## config.mk

```make
export PLATFORM = sky130hd
export DESIGN_NAME = ps2_frame_rx
export DESIGN_NICKNAME = d
export VERILOG_FILES = /design/src/rtl/ps2_pkg.sv /design/src/rtl/ps2_line_filter.sv /design/src/rtl/ps2_frame_rx.sv
export SDC_FILE = /design/constraint.sdc
export NUM_CORES = 1
export LEC_CHECK = 0
export CAP_MARGIN = 40
export CORE_MARGIN = 3
export CORE_UTILIZATION = 45
export DETAILED_ROUTE_END_ITERATION = 8
export PLACE_DENSITY = 0.69
export SLEW_MARGIN = 20
export SYNTH_ARGS = -nofsm -noshare
export SYNTH_HDL_FRONTEND = slang
export SYNTH_SLANG_ARGS = --single-unit
```

## constraint.sdc

```tcl
create_clock -name vga_clk -period 4.76 [get_ports vga_clk]
set_input_delay 0.714 -clock vga_clk [delete_from_list [all_inputs] [get_ports vga_clk]]
set_output_delay 0.714 -clock vga_clk [all_outputs]
set_load 0.05 [all_outputs]
```

## src/rtl/ps2_pkg.sv

```systemverilog
// Shared PS/2 definitions: receiver state encoding, prefix bytes and the scan codes
// used by the arrow/fire key decoder.
package ps2_pkg;

  typedef enum logic [1:0] {IDLE, DATA, PARITY, STOP} rx_state_t;

  localparam logic [7:0] PS2_PFX_EXT   = 8'hE0;
  localparam logic [7:0] PS2_PFX_BRK   = 8'hF0;

  localparam logic [7:0] PS2_KEY_UP    = 8'h75;
  localparam logic [7:0] PS2_KEY_LEFT  = 8'h6B;
  localparam logic [7:0] PS2_KEY_DOWN  = 8'h72;
  localparam logic [7:0] PS2_KEY_RIGHT = 8'h74;
  localparam logic [7:0] PS2_KEY_F     = 8'h2B;
  localparam logic [7:0] PS2_KEY_B     = 8'h32;

endpackage

```

## src/rtl/ps2_line_filter.sv

```systemverilog
// Two-flop synchronizer followed by a run-length filter: the output follows the
// input only after FILTER_LEN consecutive synchronized samples disagree with it.
module ps2_line_filter #(
  parameter int FILTER_LEN = 4
) (
  input  logic vga_clk,
  input  logic rst,
  input  logic din,
  output logic dout
);

  logic       sync_p0;
  logic       sync_p1;
  logic [3:0] run_cnt;

  always_ff @(posedge vga_clk or posedge rst) begin
    if (rst) begin
      sync_p0 <= 1'b1;
      sync_p1 <= 1'b1;
      run_cnt <= '0;
      dout    <= 1'b1;
    end else begin
      // synchronizer p0 -> p1, filter on p1
      sync_p0 <= din;
      sync_p1 <= sync_p0;
      if (sync_p1 == dout) begin
        run_cnt <= '0;
      end else if (run_cnt == 4'(FILTER_LEN - 1)) begin
        dout    <= sync_p1;
        run_cnt <= '0;
      end else begin
        run_cnt <= run_cnt + 4'd1;
      end
    end
  end

endmodule

```

## src/rtl/ps2_frame_rx.sv

```systemverilog
// PS/2 frame receiver: filters the raw lines, deframes 11-bit frames and folds E0/F0
// prefixes into flags on the following code. Define PS2_ERR_CNT_EN to build err_cnt.
module ps2_frame_rx
  import ps2_pkg::*;
#(
  parameter int FILTER_LEN  = 4,
  parameter int TIMEOUT_CYC = 50000
) (
  input  logic       vga_clk,
  input  logic       rst,
  input  logic       ps2_clk,
  input  logic       ps2_dat,
  output logic [7:0] code,
  output logic       code_ext,
  output logic       code_brk,
  output logic       code_valid,
  output logic       frame_err,
  output logic [7:0] err_cnt
);

  localparam int TO_W = $clog2(TIMEOUT_CYC + 1);

  logic            clk_f, dat_f, clk_f_p2, sample_evt;
  rx_state_t       state, state_n;
  logic [2:0]      bit_cnt, bit_cnt_n;
  logic [7:0]      shreg, shreg_n;
  logic            par_acc, par_acc_n, par_err, par_err_n;
  logic [TO_W-1:0] to_cnt, to_cnt_n;
  logic            ext_pend, ext_pend_n, brk_pend, brk_pend_n;
  logic [7:0]      code_n;
  logic            code_ext_n, code_brk_n, code_valid_n, frame_err_n, byte_ok;

  ps2_line_filter #(.FILTER_LEN(FILTER_LEN)) u_clk_filt (
    .vga_clk(vga_clk), .rst(rst), .din(ps2_clk), .dout(clk_f)
  );

  ps2_line_filter #(.FILTER_LEN(FILTER_LEN)) u_dat_filt (
    .vga_clk(vga_clk), .rst(rst), .din(ps2_dat), .dout(dat_f)
  );

  assign sample_evt = clk_f_p2 & ~clk_f;

  always_comb begin
    state_n      = state;
    bit_cnt_n    = bit_cnt;
    shreg_n      = shreg;
    par_acc_n    = par_acc;
    par_err_n    = par_err;
    to_cnt_n     = to_cnt;
    ext_pend_n   = ext_pend;
    brk_pend_n   = brk_pend;
    code_n       = code;
    code_ext_n   = code_ext;
    code_brk_n   = code_brk;
    code_valid_n = 1'b0;
    frame_err_n  = 1'b0;
    byte_ok      = 1'b0;

    if (sample_evt) begin
      to_cnt_n = '0;
      case (state)
        IDLE: begin
          if (!dat_f) begin
            state_n   = DATA;
            bit_cnt_n = '0;
            par_acc_n = 1'b0;
          end
        end
        DATA: begin
          shreg_n[bit_cnt] = dat_f;
          par_acc_n        = par_acc ^ dat_f;
          if (bit_cnt == 3'd7) state_n = PARITY;
          else                 bit_cnt_n = bit_cnt + 3'd1;
        end
        PARITY: begin
          // odd parity: data ones plus parity bit must be odd
          par_err_n = ~(par_acc ^ dat_f);
          state_n   = STOP;
        end
        default: begin
          state_n = IDLE;
          if (dat_f && !par_err) byte_ok     = 1'b1;
          else                   frame_err_n = 1'b1;
        end
      endcase
    end else if (state != IDLE) begin
      if (to_cnt == TO_W'(TIMEOUT_CYC)) begin
        state_n     = IDLE;
        frame_err_n = 1'b1;
        to_cnt_n    = '0;
      end else begin
        to_cnt_n = to_cnt + TO_W'(1);
      end
    end

    if (byte_ok) begin
      if (shreg == PS2_PFX_EXT) begin
        ext_pend_n = 1'b1;
      end else if (shreg == PS2_PFX_BRK) begin
        brk_pend_n = 1'b1;
      end else begin
        code_n       = shreg;
        code_ext_n   = ext_pend;
        code_brk_n   = brk_pend;
        code_valid_n = 1'b1;
        ext_pend_n   = 1'b0;
        brk_pend_n   = 1'b0;
      end
    end

    // a corrupted frame may have swallowed the byte the prefixes belonged to
    if (frame_err_n) begin
      ext_pend_n = 1'b0;
      brk_pend_n = 1'b0;
    end
  end

  always_ff @(posedge vga_clk or posedge rst) begin
    if (rst) begin
      clk_f_p2   <= 1'b1;
      state      <= IDLE;
      bit_cnt    <= '0;
      shreg      <= '0;
      par_acc    <= 1'b0;
      par_err    <= 1'b0;
      to_cnt     <= '0;
      ext_pend   <= 1'b0;
      brk_pend   <= 1'b0;
      code       <= '0;
      code_ext   <= 1'b0;
      code_brk   <= 1'b0;
      code_valid <= 1'b0;
      frame_err  <= 1'b0;
    end else begin
      clk_f_p2   <= clk_f;
      state      <= state_n;
      bit_cnt    <= bit_cnt_n;
      shreg      <= shreg_n;
      par_acc    <= par_acc_n;
      par_err    <= par_err_n;
      to_cnt     <= to_cnt_n;
      ext_pend   <= ext_pend_n;
      brk_pend   <= brk_pend_n;
      code       <= code_n;
      code_ext   <= code_ext_n;
      code_brk   <= code_brk_n;
      code_valid <= code_valid_n;
      frame_err  <= frame_err_n;
    end
  end

`ifdef PS2_ERR_CNT_EN
  function automatic logic [7:0] sat_inc8(input logic [7:0] v);
    return (v == 8'hFF) ? v : v + 8'd1;
  endfunction

  logic [7:0] err_cnt_q;

  always_ff @(posedge vga_clk or posedge rst) begin
    if (rst)            err_cnt_q <= '0;
    else if (frame_err) err_cnt_q <= sat_inc8(err_cnt_q);
  end

  assign err_cnt = err_cnt_q;
`else
  assign err_cnt = 8'h00;
`endif

endmodule

```

======== Word-level counts from Yosys, hierarchy flattened ========
Index checks and enable logic that the tools add are counted.
word-level totals
  memory bits (writable) .................. 0
  bits in read-only memories .............. 0
  memories kept ........................... 0
  bits in latches ......................... 0
  logic and storage cells ................. 112
  output and inout bits ................... 20
  register bits after elaboration ......... 60
  bits of input ports ..................... 4
operators by class
  bitwise logic cells ..................... 8
  order comparisons ....................... 2
  muxes and demuxes ....................... 40
  multiply operators ...................... 0
  div/mod/pow operators ................... 0
  shift-type cells ........................ 0
  reductions and logical operators ........ 20
  eq/ne operators ......................... 16
  $add $sub $neg .......................... 4
operators with widths
  operator                                            count
  2-to-1 mux 16 bit                                   3
  2-to-1 mux 1 bit                                    21
  adder 16 x 1 -> 16 bit, second input constant       1
  == test 16 bit, second input constant               1
  == test 8 bit, second input constant                2
  2-to-1 mux 4 bit                                    4
  AND reduction 2 bit                                 6
  2-to-1 mux 2 bit                                    5
  nonzero test 2 bit                                  5
  inequality test 3 bit, second input constant        3
  adder 4 x 1 -> 4 bit, second input constant         2
  bitwise mux 8 bit                                   1
  == test 4 x 2 -> 1 bit, second input constant       2
  AND reduction 4 bit                                 2
  2-to-1 mux 3 bit                                    2
  inequality test 2 bit, second input constant        3
  NOT 1 bit                                           6
  one-hot mux 2 bit (3 select lines)                  1
  one-hot mux 3 bit (2 select lines)                  1
  AND reduction 3 bit                                 2
  < comparator 3 x 4 -> 1 bit, second input constant  1
  adder 3 x 1 -> 3 bit, second input constant         1
  demux 1 bit (select 3 bit)                          1
  == test 3 bit, second input constant                1
  11 further kinds                                    13

======== Logic depth before layout (Yosys ltp) ========
Gate-level depths: netlist (run 1).
  word-level depth ........................ 7
  depth in mapped cells ................... 6
  gate-level depth less buffers ........... 6

======== Cells and area by module ========
Synthesis (run 1) repeated with hierarchy kept, for this count alone.
unflattened totals
  cells, all modules ...................... 273
  area, all modules ....................... 3039.2 µm²
by module, submodules not included
  module           cells an instance  instances  area each (µm²)  sequential area each (µm²)
  ps2_frame_rx     231                1          2453.6           1152.4
  ps2_line_filter  21                 2          292.8            178.9

======== Worst setup path after synthesis (run 1) ========
OpenSTA, ideal clock, no wires.
  path type ............................... register -> register
  start ................................... register u_dat_filt.dout
  end ..................................... register code[0]
  arrival time ............................ 1.687 ns
  required time ........................... 4.635 ns
  clock period less this slack ............ 1.812 ns
  path slack .............................. 2.948 ns
  cell stages (with the launch flop) ...... 7
  setup time .............................. 0.125 ns
  path buffers ............................ 2
  cell sequence ........................... dfstp_2 buf_2 nor2b_1 nand3_1 a21oi_1 buf_2 mux2_2
on the way
  cells in the longest elaborated chain, start to end .. 5
RTL lines
  item                                  line                   source
  start, declared                       ps2_line_filter.sv:9   output logic dout
  start signal, assigned                ps2_line_filter.sv:29  dout <= sync_p1;
  logical AND 1 bit                     ps2_frame_rx.sv:82     if (dat_f && !par_err) byte_ok = 1'b1;
  2-to-1 mux 1 bit                      ps2_frame_rx.sv:82
  2-to-1 mux 1 bit                      ps2_frame_rx.sv:61     case (state)
  2-to-1 mux 1 bit                      ps2_frame_rx.sv:59     if (sample_evt) begin
  AND reduction 3 bit (no source line)  --
  end signal, assigned                  ps2_frame_rx.sv:144    code <= code_n;
  end, declared                         ps2_frame_rx.sv:13     output logic [7:0] code,
Every way passes these cells.
A chain may end at the register's enable or synchronous reset.

======== Worst setup path after layout (run 1) ========
  start ................................... register clk_f_p2
  end ..................................... register code[0]
on the way
  cells in the longest elaborated chain, start to end .. 3
RTL lines
  item                                  line                 source
  start, declared                       ps2_frame_rx.sv:23   logic clk_f, dat_f, clk_f_p2, sample_evt;
  start signal, assigned                ps2_frame_rx.sv:135  clk_f_p2 <= clk_f;
  bitwise AND 1 bit                     ps2_frame_rx.sv:41   assign sample_evt = clk_f_p2 & ~clk_f;
  2-to-1 mux 1 bit                      ps2_frame_rx.sv:59
  AND reduction 3 bit (no source line)  --
Every way passes these cells.

==> out/summary.txt, run 1 <==
Rel. slew slack: 48.87%
Synth async-reset ratio: 100.0%
grt total ovfl: 0
fmax: 0.4185 GHz
crit path DAT: 2.61 ns
antenna viol nets, final: 0
total of max-cap violations: 0
post-route cell area: 3338 µm²
area occupied by multi-input gates: 1328 µm²
switch share: 33.84%
PD cells: 455.5 nW/µm²
Area growth syn-to-layout: 12.86%
RSZ-0062 raised after global routing: false
later-pin clock latency in the skew report: 0.33 ns
DP HPWL: 3.763 mm
status: finished, final reports clean
GRT Total Usage: 16.42%
Cells after Synth: 269
Comb pwr share: 24.3%
CTS Buffer Depth: 2
Starting Density: 48.24%
Die Y-Extent: 87.08 µm
Avg WL per Cell: 15.02 µm
standard-cell row count: 28
worst-margin pin slew: 0.7562 ns
Design Power: 1.520 mW
post-synthesis cell area: 2958 µm²
core area: 6131 µm²
syn avg cell area: 11.00 µm²
Root Driver: clkbuf_8
critical path launch point type: flip-flop
Crit Path Category: flip-flop to flip-flop
Hold WC Path Type: flip-flop to flip-flop
Hold Fails Final Rpt: 0
clock net sink count: 60
layout cells sized above 1: 16.90%
sequential share of the synthesized area: 51.06%
first-iteration detailed-routing DRC count: 71
Post-DP Area: 3127 µm²
Post-CTS Resized: 0
number of fill cells: 538
largest net degree at the start of global routing: 34
Num CTS Buffers: 9
ANT cells: 0
DRC: 0
Crit. End Element: flip-flop
commonest non-fill, non-tap cells in the layout: 53 x dfrtp_1, 20 x mux2_2, 15 x a21oi_1, 15 x clkdlybuf4s50_1, 14 x nand3_1
Most used DFF post-synth: dfrtp_1
H-tree depth reported by CTS: 3
commonest non-fill, non-tap cell in the layout: dfrtp_1
die area: 7582 µm²
initial antenna violation count: 0
Clock transition at path regs: 0.07 ns
Post-CTS Setup Bufs: 0
Leak: 1.438 nW
Pins Over Slew Limit: 0
nets: 300
synthesis-stage register bit count: 60
CTS tree: built
vias per std cell: 5.633
TNS Setup: 0 ns
Internal: 1.006 mW
I/O pin cnt: 24
Register Area: 1510 µm²
critical path fanouts, max: 11
vias in the first global route: 1,975
TritonRoute pass-1 iters: 4
distinct cell type count after synthesis: 46
Die Width: 87.08 µm
Total Wirelength: 5.482 mm
Clock Power Share: 30.7%
sw power: 0.5145 mW
DR vias: 2,056
peak supply drop: 0.2362 mV
number of synthesized flops with an enable pin: 0
Flop pwr share: 45.0%
Synth warnings: 0
worst path required time: 4.98 ns
worst clock skew: 0.009147 ns
PortBufs: 15
routability cong.: 0.7843
Min Clock Period, post-route: 2.389 ns
Period Utilization, post-route: 50.19%
first-pass GRT wire length: 9.618 mm
Setup violations, final: 0
hold buffers post-CTS: 0
-- synthesized netlist by cell type, types with 3 or more instances --
library cell  count  area share [%]
nor3b_1           5             1.3
o21ai_0          11             1.9
nand2_1          13             1.6
dfrtp_1          53              45
a21oi_1          15             2.5
a21o_1            3            0.76
or3_1             7             1.5
buf_2             6             1.0
clkbuf_1          4            0.51
a31oi_1           4            0.85
a22o_1            5             1.5
inv_1            10             1.3
xor2_1            3            0.89
o22a_1            3            0.89
nor3_1            4            0.68
nor4bb_1          3             1.0
nand3_1          14             2.4
mux2_2           20             7.6
nor2_1           13             1.6
nand3b_1          4             1.0
xnor2_1           6             1.8
buf_4             8             2.0
nor2b_1           5             1.1
ha_1             11             4.7
nand4_1           3            0.63
dfstp_2           7             6.2
-- power groups by stage --
stage / Combinational [mW] / Sequential [mW] / Clock [mW]
after floorplan: 0.308 / 0.669 / 0
after global placement: 0.363 / 0.688 / 0
after detailed placement: 0.372 / 0.694 / 0
after CTS: 0.377 / 0.685 / 0.480
after global routing: 0.420 / 0.698 / 0.503
final: 0.370 / 0.684 / 0.467
-- worst max-delay path: stages, from the launching register on --
cell and delay (ns):
dfstp_2 0.57, nor2b_1 0.63, nand3_1 0.27, a21oi_1 0.22, clkbuf_4 0.24, mux2_2 0.35
-- flip-flops by register name (all words and copies together), names as in the netlist, 2 cells and up --
name,flops
to_cnt,16
state,2
u_dat_filt.run_cnt,4
shreg,8
bit_cnt,3
u_clk_filt.run_cnt,4
code,8
-- final cells by class --
type                    instances  area share, %
clock buffers                  13          4.760
clock inverters                 3          1.349
inverters                      10          1.124
multi-input cells             187          39.77
flip-flops and latches         60          45.24
well taps                      75          2.811
repair buffers                 17          4.948
-- cells by family (layout without fill, tap and decap cells) --
group | count (synthesis) | in the layout | synth area share (%)
multiplexers | 21 | 21 | 7.953
XOR/XNOR | 9 | 9 | 2.665
buffers and inverters | 29 | 43 | 4.949
AND/OR/NAND/NOR | 86 | 86 | 17.13
other | 1 | 8 | 0.1268
AO/OA/AOI/OAI | 52 | 52 | 11.46
adder cells (fa/ha/maj) | 11 | 11 | 4.653
flip-flops | 60 | 60 | 51.06
-- final timing paths --
path / startpoint / to / cells past startpoint / slack, ns
worst max register to register: clk_f_p2$_DFF_PP1_ / code[0]$_DFFE_PP0P_ / 5 / 2.37
max in group asynchronous: rst / clk_f_p2$_DFF_PP1_ / 3 / 3.10
worst min register to register: u_dat_filt.sync_p0$_DFF_PP1_ / u_dat_filt.sync_p1$_DFF_PP1_ / 0 / 0.36
worst min-delay path: u_dat_filt.sync_p0$_DFF_PP1_ / u_dat_filt.sync_p1$_DFF_PP1_ / 0 / 0.36
worst max-delay path: clk_f_p2$_DFF_PP1_ / code[0]$_DFFE_PP0P_ / 5 / 2.37
min in group asynchronous: rst / to_cnt[10]$_DFFE_PP0N_ / 2 / 0.80
-- per-layer routing --
metal	GRT usage [%]	wire, µm	up-vias
met5	0	0	-
met4	5.382	70	0
met3	5.771	252	8
met2	25.05	2562	40
met1	21.79	2596	1020
li1	-	-	988
-- per-stage QoR --
step	setup WS [ns]	std cells	utilization, %	hold WS (ns)
after floorplan	2.573	276	-	0.3452
after CTS	1.948	364	54.33	0.3569
after global placement	2.113	348	51.00	0.3457
after detailed placement	1.976	348	51.00	0.3469
final	2.371	365	54.45	0.3556
after global routing	2.173	365	54.45	0.3585
Power figures use the tool's default switching activity.
==> inputs of run 2 (changes only) <==
--- a/config.mk
+++ b/config.mk
@@ -9,7 +9,7 @@
 export CORE_MARGIN = 3
 export CORE_UTILIZATION = 45
 export DETAILED_ROUTE_END_ITERATION = 8
-export PLACE_DENSITY = 0.69
+export PLACE_DENSITY = 0.72
 export SLEW_MARGIN = 20
 export SYNTH_ARGS = -nofsm -noshare
 export SYNTH_HDL_FRONTEND = slang
==> constraint.sdc (replaced) <==
create_clock -name vga_clk -period 1.95 [get_ports vga_clk]
set_input_delay 0.2925 -clock vga_clk [delete_from_list [all_inputs] [get_ports vga_clk]]
set_output_delay 0.2925 -clock vga_clk [all_outputs]
set_load 0.05 [all_outputs]
==> out/summary.txt, run 2 (synthesis gave the netlist of run 1 again) <==
core area: 6131 µm²
Regs by FF count: to_cnt x16, code x8, shreg x8
CP peak stage delay: 0.80 ns
post-route cell area: 3477 µm²
met1 GRT Util: 22.07%
H-tree depth reported by CTS: 3
crit path DAT: 1.50 ns
TNS Setup: 0 ns
worst path required time: 1.66 ns
DRC: 0
CTS tree: built
worst clock skew: 0.01103 ns
Starting Density: 48.24%
ANT cells: 0
CP delay by family, top: buffers and inverters
die area: 7582 µm²
worst slack, placed: 0.05659 ns
Root Driver: clkbuf_8
Die Width: 87.08 µm
DR vias: 2,121
crit-path cells: clkdlybuf4s50_1
DP HPWL: 3.727 mm
M3 GR Usage: 5.960%
later-pin clock latency in the skew report: 0.34 ns
routability cong.: 0.8054
first-iteration detailed-routing DRC count: 90
Layout Utilization: 56.71%
status: finished, final reports clean
initial antenna violation count: 0
Inst Count DP: 359
Num CTS Buffers: 9
final worst slack: 0.1560 ns
register with the most flip-flops: to_cnt
nets: 310
clock net sink count: 60
largest net degree at the start of global routing: 61
Pins Over Slew Limit: 0
Hold Fails Final Rpt: 0
Avg WL per Cell: 14.65 µm
antenna viol nets, final: 0
PortBufs: 15
Setup violations, final: 0
max reg flops: 16
peak supply drop: 0.7223 mV
first-pass GRT wire length: 9.528 mm
GRT Total Usage: 16.17%
area occupied by multi-input gates: 1343 µm²
RSZ-0062 raised after global routing: false
Rel. slew slack: 64.13%
PD cells: 1153 nW/µm²
grt met2 use: 23.81%
critical path launch point type: flip-flop
crit path max-delay cell type: clkdlybuf4s50_1
commonest non-fill, non-tap cell in the layout: dfrtp_1
Clock transition at path regs: 0.07 ns
Period Utilization, post-route: 92.00%
Crit Path Category: flip-flop to output pin
GRT busiest layer: met2
worst-margin pin slew: 0.5246 ns
Post-DP Area: 3234 µm²
Die Y-Extent: 87.08 µm
Area growth syn-to-layout: 17.55%
vias per std cell: 5.656
Hold WC Path Type: primary input to asynchronous set/reset pin
Register Area: 1510 µm²
TritonRoute pass-1 iters: 4
layout cells sized above 1: 21.33%
grt total ovfl: 0
Bufs and invs on worst path: 1
Crit. End Element: output pin
critical path fanouts, max: 2
fmax: 0.5574 GHz
Total Wirelength: 5.492 mm
final instance count without filler cells: 375
vias in the first global route: 2,020
CTS Buffer Depth: 2
Leak: 1.515 nW
number of fill cells: 506
commonest non-fill, non-tap cells in the layout: 53 x dfrtp_1, 20 x mux2_2, 15 x a21oi_1, 15 x clkdlybuf4s50_1, 14 x nand3_1
Min Clock Period, post-route: 1.794 ns
total of max-cap violations: 0
standard-cell row count: 28
I/O pin cnt: 24
run 2: cell count changes in the layout (fill, tap and decap cells not counted), sizes merged:
cell and delta:
clkbuf -2, clkinvlp -1, clkinv +1, bufinv +1
buf +11
run 2: per-layer routing:
layer | part of all wire, % | up-vias
met5 | 0 | -
met4 | 1.7 | 0
met3 | 4.2 | 9
met2 | 46 | 44
met1 | 48 | 1055
li1 | - | 1013
run 2: cell type report:
class,count,share of cell area (%)
flip-flops and latches,60,43.43
inverters,10,1.080
repair buffers,27,7.629
multi-input cells,187,38.61
clock inverters,4,2.087
well taps,75,2.699
clock buffers,12,4.462
run 2: path summary, 6_finish.rpt:
check                           cells after the start                         endpoint  slack, ns                          from
max in group asynchronous                           3               clk_f_p2$_DFF_PP1_       1.32                           rst
worst max register to register                      5              code[3]$_DFFE_PP0P_       0.16            clk_f_p2$_DFF_PP1_
worst min-delay path                                3  u_clk_filt.run_cnt[3]$_DFF_PP0_       0.32                           rst
worst min register to register                      0     u_clk_filt.sync_p1$_DFF_PP1_       0.36  u_clk_filt.sync_p0$_DFF_PP1_
worst max-delay path                                1                          code[4]       0.16           code[4]$_DFFE_PP0P_
min in group vga_clk                                1     u_clk_filt.sync_p0$_DFF_PP1_       0.35                       ps2_clk
run 2: stage by stage:
| stage | hold WS [ns] | power [mW] |
|---|---|---|
| 2_1_floorplan | 0.2970 | 2.386 |
| 3_3_place_gp | 0.3482 | 2.703 |
| 3_5_place_dp | 0.3503 | 2.737 |
| 4_1_cts | 0.3336 | 4.025 |
| 5_1_grt | 0.3396 | 4.270 |
| 6_report | 0.3179 | 4.007 |
run 2: what timing repair did:
item                       in CTS  in global routing
resized for setup               0                  4
hold buffers                    0                  0
buffers inserted                0                  0
setup endpoints to repair       0                 16
run 2: report_power, final:
part / switching [mW] / internal, mW / total (mW)
clock network: 0.489 / 0.788 / 1.28
registers: 0.155 / 1.45 / 1.60
logic: 0.646 / 0.482 / 1.13
total: 1.29 / 2.72 / 4.01
==> inputs of run 3 (changes only) <==
--- a/config.mk
+++ b/config.mk
@@ -5,7 +5,6 @@
 export SDC_FILE = /design/constraint.sdc
 export NUM_CORES = 1
 export LEC_CHECK = 0
-export CAP_MARGIN = 40
 export CORE_MARGIN = 3
 export CORE_UTILIZATION = 45
 export DETAILED_ROUTE_END_ITERATION = 8
==> results of run 3 <==
Final layout, timing and power as in run 2 (identical DEF).
==> RTL edit 1, RTL diff (settings of run 2) <==
Build with the macro `PS2_ERR_CNT_EN` defined.
--- a/src/rtl/ps2_frame_rx.sv
+++ b/src/rtl/ps2_frame_rx.sv
@@ -1,4 +1,6 @@
 // PS/2 frame receiver: filters the raw lines, deframes 11-bit frames and folds E0/F0
 // prefixes into flags on the following code. Define PS2_ERR_CNT_EN to build err_cnt.
+`define PS2_ERR_CNT_EN
+
 module ps2_frame_rx
   import ps2_pkg::*;
Function: same outputs for any inputs over 10 cycles, from zero or initial values and one cycle with rst high; that may be too few to reach the edited logic, so the function may still have changed.
==> RTL edit 1 against run 2 <==
- cell area up 13%
- worst setup slack got worse by 0.098 ns
- critical path type unchanged
- routed wire length grew 11%
- largest power group unchanged
- synthesized area is 9.6% higher
- sequential cell count grew 8
- sequential share of layout area down 0.064 points
- largest cell class unchanged
- critical path depth stayed put
- total power grew 18%
==> RTL edit 1: results (changes against run 2) <==
The placer congestion estimate is 0.7946 (-1.3%). Sorting the synthesized cells by area gives the leading types as sky130_fd_sc_hd__dfrtp_1 (47%), sky130_fd_sc_hd__mux2_2 (7.3%), sky130_fd_sc_hd__dfstp_2 (5.7%). The flow ran to the end, and the final reports show no timing, DRC or antenna violations.

The via total after detailed routing came to 2308 (+8.8%). The final worst clock skew was 0.009710 ns (-0.001317 ns). The part of the power in the clock network was 29.6% (-2.3 points). The power of the combinational group came out at 1470 uW (+30%).

The reg2reg setup slack came out at 0.14 ns (-0.02 ns). The maximum ir drop on the vdd rail came out at 0.7601 mV (+5.2%). The multiplexer fraction of the synthesized cell area is 7.912% (-0.041 points). The type of the most critical hold path is in -> reg. The count of buffers from port buffering came out at 23 (+8). The static leakage power is 0.001768 uW (+17%). The XOR/XNOR share of the synthesized area came out at 4.863% (+2.2 points). The post-detailed-route wirelength per cell came to 14.10 um (-3.7%). The final-stage net count is 347 (+12%). The arrival time of the worst setup path is 1.60 ns (+0.10 ns). The critical path starts at err_cnt[6]. The first-iteration detailed-routing DRC count came out at 148 (+64%). The total routing usage reported by global routing is 15.63% (-0.54 points). The sequential share of the synthesized area is 52.76% (+1.7 points). The minimum setup slack in the final design came out at 0.05750 ns (-0.09848 ns). The unique cell type count in the Yosys netlist is 50 (+8.7%). The wire length of the first global-routing pass is 10.48 mm (+10%). The worst hold slack came out at 0.3550 ns (+0.03716 ns). The adder-cell share of the synthesized area is 4.631% (-0.022 points). The worst register-to-register path ends at code_brk. The number of global-route vias before repair came to 2298 (+14%). The fraction of layout instances using a drive strength above 1 came out at 21.43% (+0.095 points). The reported net switching power is 1588 uW (+23%).

The pin count of the biggest net entering global routing is 69 (+13%).
RTL edit 1: cell type report:
cell class | instances | area (sq um)
multi-input cells | 201 | 1454
flip-flops and latches | 68 | 1710
clock buffers | 10 | 127.6
inverters | 11 | 45.04
repair buffers | 40 | 375.4
well taps | 96 | 120.1
fillers | 606 | 2963
clock inverters | 6 | 111.4
RTL edit 1: stage by stage:
stage / power (uW) / instances / utilization (%)
6_report: 4744 / 432 / 57.10
4_1_cts: 4771 / 432 / 56.97
2_1_floorplan: 2880 / 290 / -
3_3_place_gp: 3318 / 416 / 53.51
3_5_place_dp: 3361 / 416 / 53.51
5_1_grt: 5029 / 432 / 57.10
RTL edit 1: metal layers:
metal  global-route usage (%)  up-vias  wire (um)
li1                         -     1123          -
met1                    19.85     1128       2857
met2                    25.69       44       2944
met3                    2.917       13        167
met4                    7.538        0        119
met5                        0        -          0
RTL edit 1: timing repair:
item / in CTS / in global routing
hold endpoints to repair: 0 / 0
endpoints found under the setup margin: 0 / 6
resized for setup: 0 / 4
==> RTL edit 2, RTL diff (config.mk and constraints of run 2) <==
Made on the original files. The output `frame_err` loses its register stage (`frame_err` becomes a continuous assignment).
--- a/src/rtl/ps2_frame_rx.sv
+++ b/src/rtl/ps2_frame_rx.sv
@@ -131,5 +131,4 @@
       code_brk   <= 1'b0;
       code_valid <= 1'b0;
-      frame_err  <= 1'b0;
     end else begin
       clk_f_p2   <= clk_f;
@@ -146,7 +145,8 @@
       code_brk   <= code_brk_n;
       code_valid <= code_valid_n;
-      frame_err  <= frame_err_n;
     end
   end
+
+  assign frame_err = frame_err_n;
 
 `ifdef PS2_ERR_CNT_EN
Formal check against the unedited RTL: no difference found for any inputs over 10 cycles, from zero or initial values and one cycle with rst high; that may be too few to reach the edited logic, so the function may still have changed.
==> RTL edit 2 against run 2 <==
- the run now ends with setup timing left
- synthesized cell count down 0.37%
- sequential cell count is 1 lower
- worst setup slack lost 0.19 ns
- total power shrank 0.87%
- synthesized area is 0.85% lower
- cell area is 3.1% higher
- routed wire length increased by 8.1%
- critical path type unchanged
- largest cell class unchanged
==> RTL edit 2: results (changes against run 2) <==
The run finished, with violations left. The final reports fail on setup timing. The arrival time of the worst setup path was 1.70 ns (+0.20 ns).

The worst register-to-register path begins at state[1]. The wire length of the first global-routing pass came to 9.860 mm (+3.5%). The final worst clock skew is 0.01017 ns (-0.0008569 ns). In this run the worst setup path begins at to_cnt[5].

The final number of setup-violating endpoints is 1 (+1). The layout overhead on the synthesized area came out at 22.18%. Counting instances in the post-synthesis netlist gives the leading cell types as sky130_fd_sc_hd__dfrtp_1 (52), sky130_fd_sc_hd__mux2_2 (20), sky130_fd_sc_hd__a21oi_1 (15), sky130_fd_sc_hd__nand3_1 (14). The pin count of the biggest net entering global routing is 23 (-62%). The timing endpoint of the critical path is frame_err. The detailed placer's ending HPWL is 3.893 mm (+4.4%). The fraction of layout instances using a drive strength above 1 is 27.24% (+5.9 points). The placer congestion estimate came out at 0.8776 (+9.0%). The total routing usage reported by global routing came out at 17.14% (+0.97 points).

The maximum ir drop on the vdd rail came to 0.8820 mV (+22%). The global-route track usage on met2 was 27.40% (+3.6 points). The sequential share of the synthesized area was 50.64% (-0.42 points).

The reg2reg setup slack came to 0.13 ns (-0.03 ns). The final-stage net count is 322 (+3.9%). The met1 usage came out at 21.25% (-0.83 points). The minimum setup slack in the final design is -0.03900 ns (-0.1950 ns). The post-detailed-route wirelength per cell is 15.35 um (+4.8%). The slew of the pin with the lowest slew margin is 0.5681 ns (+0.04359 ns).

The number of global-route vias before repair came out at 2070 (+2.5%). The capture point of the worst reg-to-reg path is shreg[3]. The first-iteration detailed-routing DRC count came out at 125 (+39%). The count of placed standard cells including taps is 357 (-0.56%). The final cell count without fillers is 387 (+3.2%).
RTL edit 2: layout make-up:
class	count	area, sq um
clock buffers	14	162.7
repair buffers	40	372.9
multi-input cells	187	1363
flip-flops and latches	59	1494
clock inverters	2	60.06
well taps	75	93.84
inverters	10	37.54
fillers	502	2547
RTL edit 2: report_power, final:
group	leakage [uW]	internal (uW)	switching, uW
Clock	0.000111	791	444
Sequential	0.000779	1430	138
Combinational	0.000675	475	697
RTL edit 2: worst min path at each step:
stage                  startpoint                    end  slack [ns]  cells past startpoint
6_report                      rst  u_clk_filt.run_cnt[2]        0.26                      2
5_1_grt                       rst  u_clk_filt.run_cnt[0]        0.30                      2
4_1_cts                       rst  u_clk_filt.run_cnt[0]        0.27                      2
3_5_place_dp   u_clk_filt.sync_p0     u_clk_filt.sync_p1        0.35                      0
3_3_place_gp   u_dat_filt.sync_p0     u_dat_filt.sync_p1        0.35                      0
2_1_floorplan             ps2_clk     u_clk_filt.sync_p0        0.30                      0
RTL edit 2: repair_timing:
item | 4_1_cts | 5_1_grt
resized for setup | 6 | 7
hold buffers | 0 | 0
setup buffers | 8 | 6
pin swaps | 4 | 3
endpoints found under the setup margin | 14 | 6
RTL edit 2: critical path, cell delays in order, from the launching register on:
cell,delay (ns)
sky130_fd_sc_hd__dfrtp_2,0.40
sky130_fd_sc_hd__nand3b_1,0.20
sky130_fd_sc_hd__nor4b_4,0.33
sky130_fd_sc_hd__nand3_2,0.16
sky130_fd_sc_hd__o21ai_2,0.11
sky130_fd_sc_hd__buf_12,0.16
RTL edit 2: per-stage QoR:
step | cell area [sq um] | setup TNS [ns] | power [uW] | setup WS (ns) | hold slack, ns
after floorplan | 2963 | 0 | 2367 | 0.07779 | 0.2970
after global placement | 3216 | 0 | 2655 | 0.1034 | 0.3488
after detailed placement | 3216 | -0.03788 | 2694 | -0.01958 | 0.3481
after CTS | 3516 | -0.03204 | 3972 | -0.03204 | 0.2661
after global routing | 3583 | -0.1636 | 4209 | -0.1384 | 0.2965
final | 3583 | -0.03900 | 3972 | -0.03900 | 0.2633
RTL edit 2: logic make-up after synthesis:
logic type | share of synthesized area, %
AOI/OAI and AO/OA | 11.56
adders and majority gates | 4.693
other | 0.1279
muxes | 8.021
buffers and inverters | 4.991
and+or+nand+nor | 17.28
xor gates and xnor gates | 2.688
DFF | 50.64
RTL edit 2: per-layer routing:
metal	share of wire, %	vias up
li1	-	1032
met1	43	1073
met2	49	72
met3	5.3	12
met4	2.6	0
met5	0	-
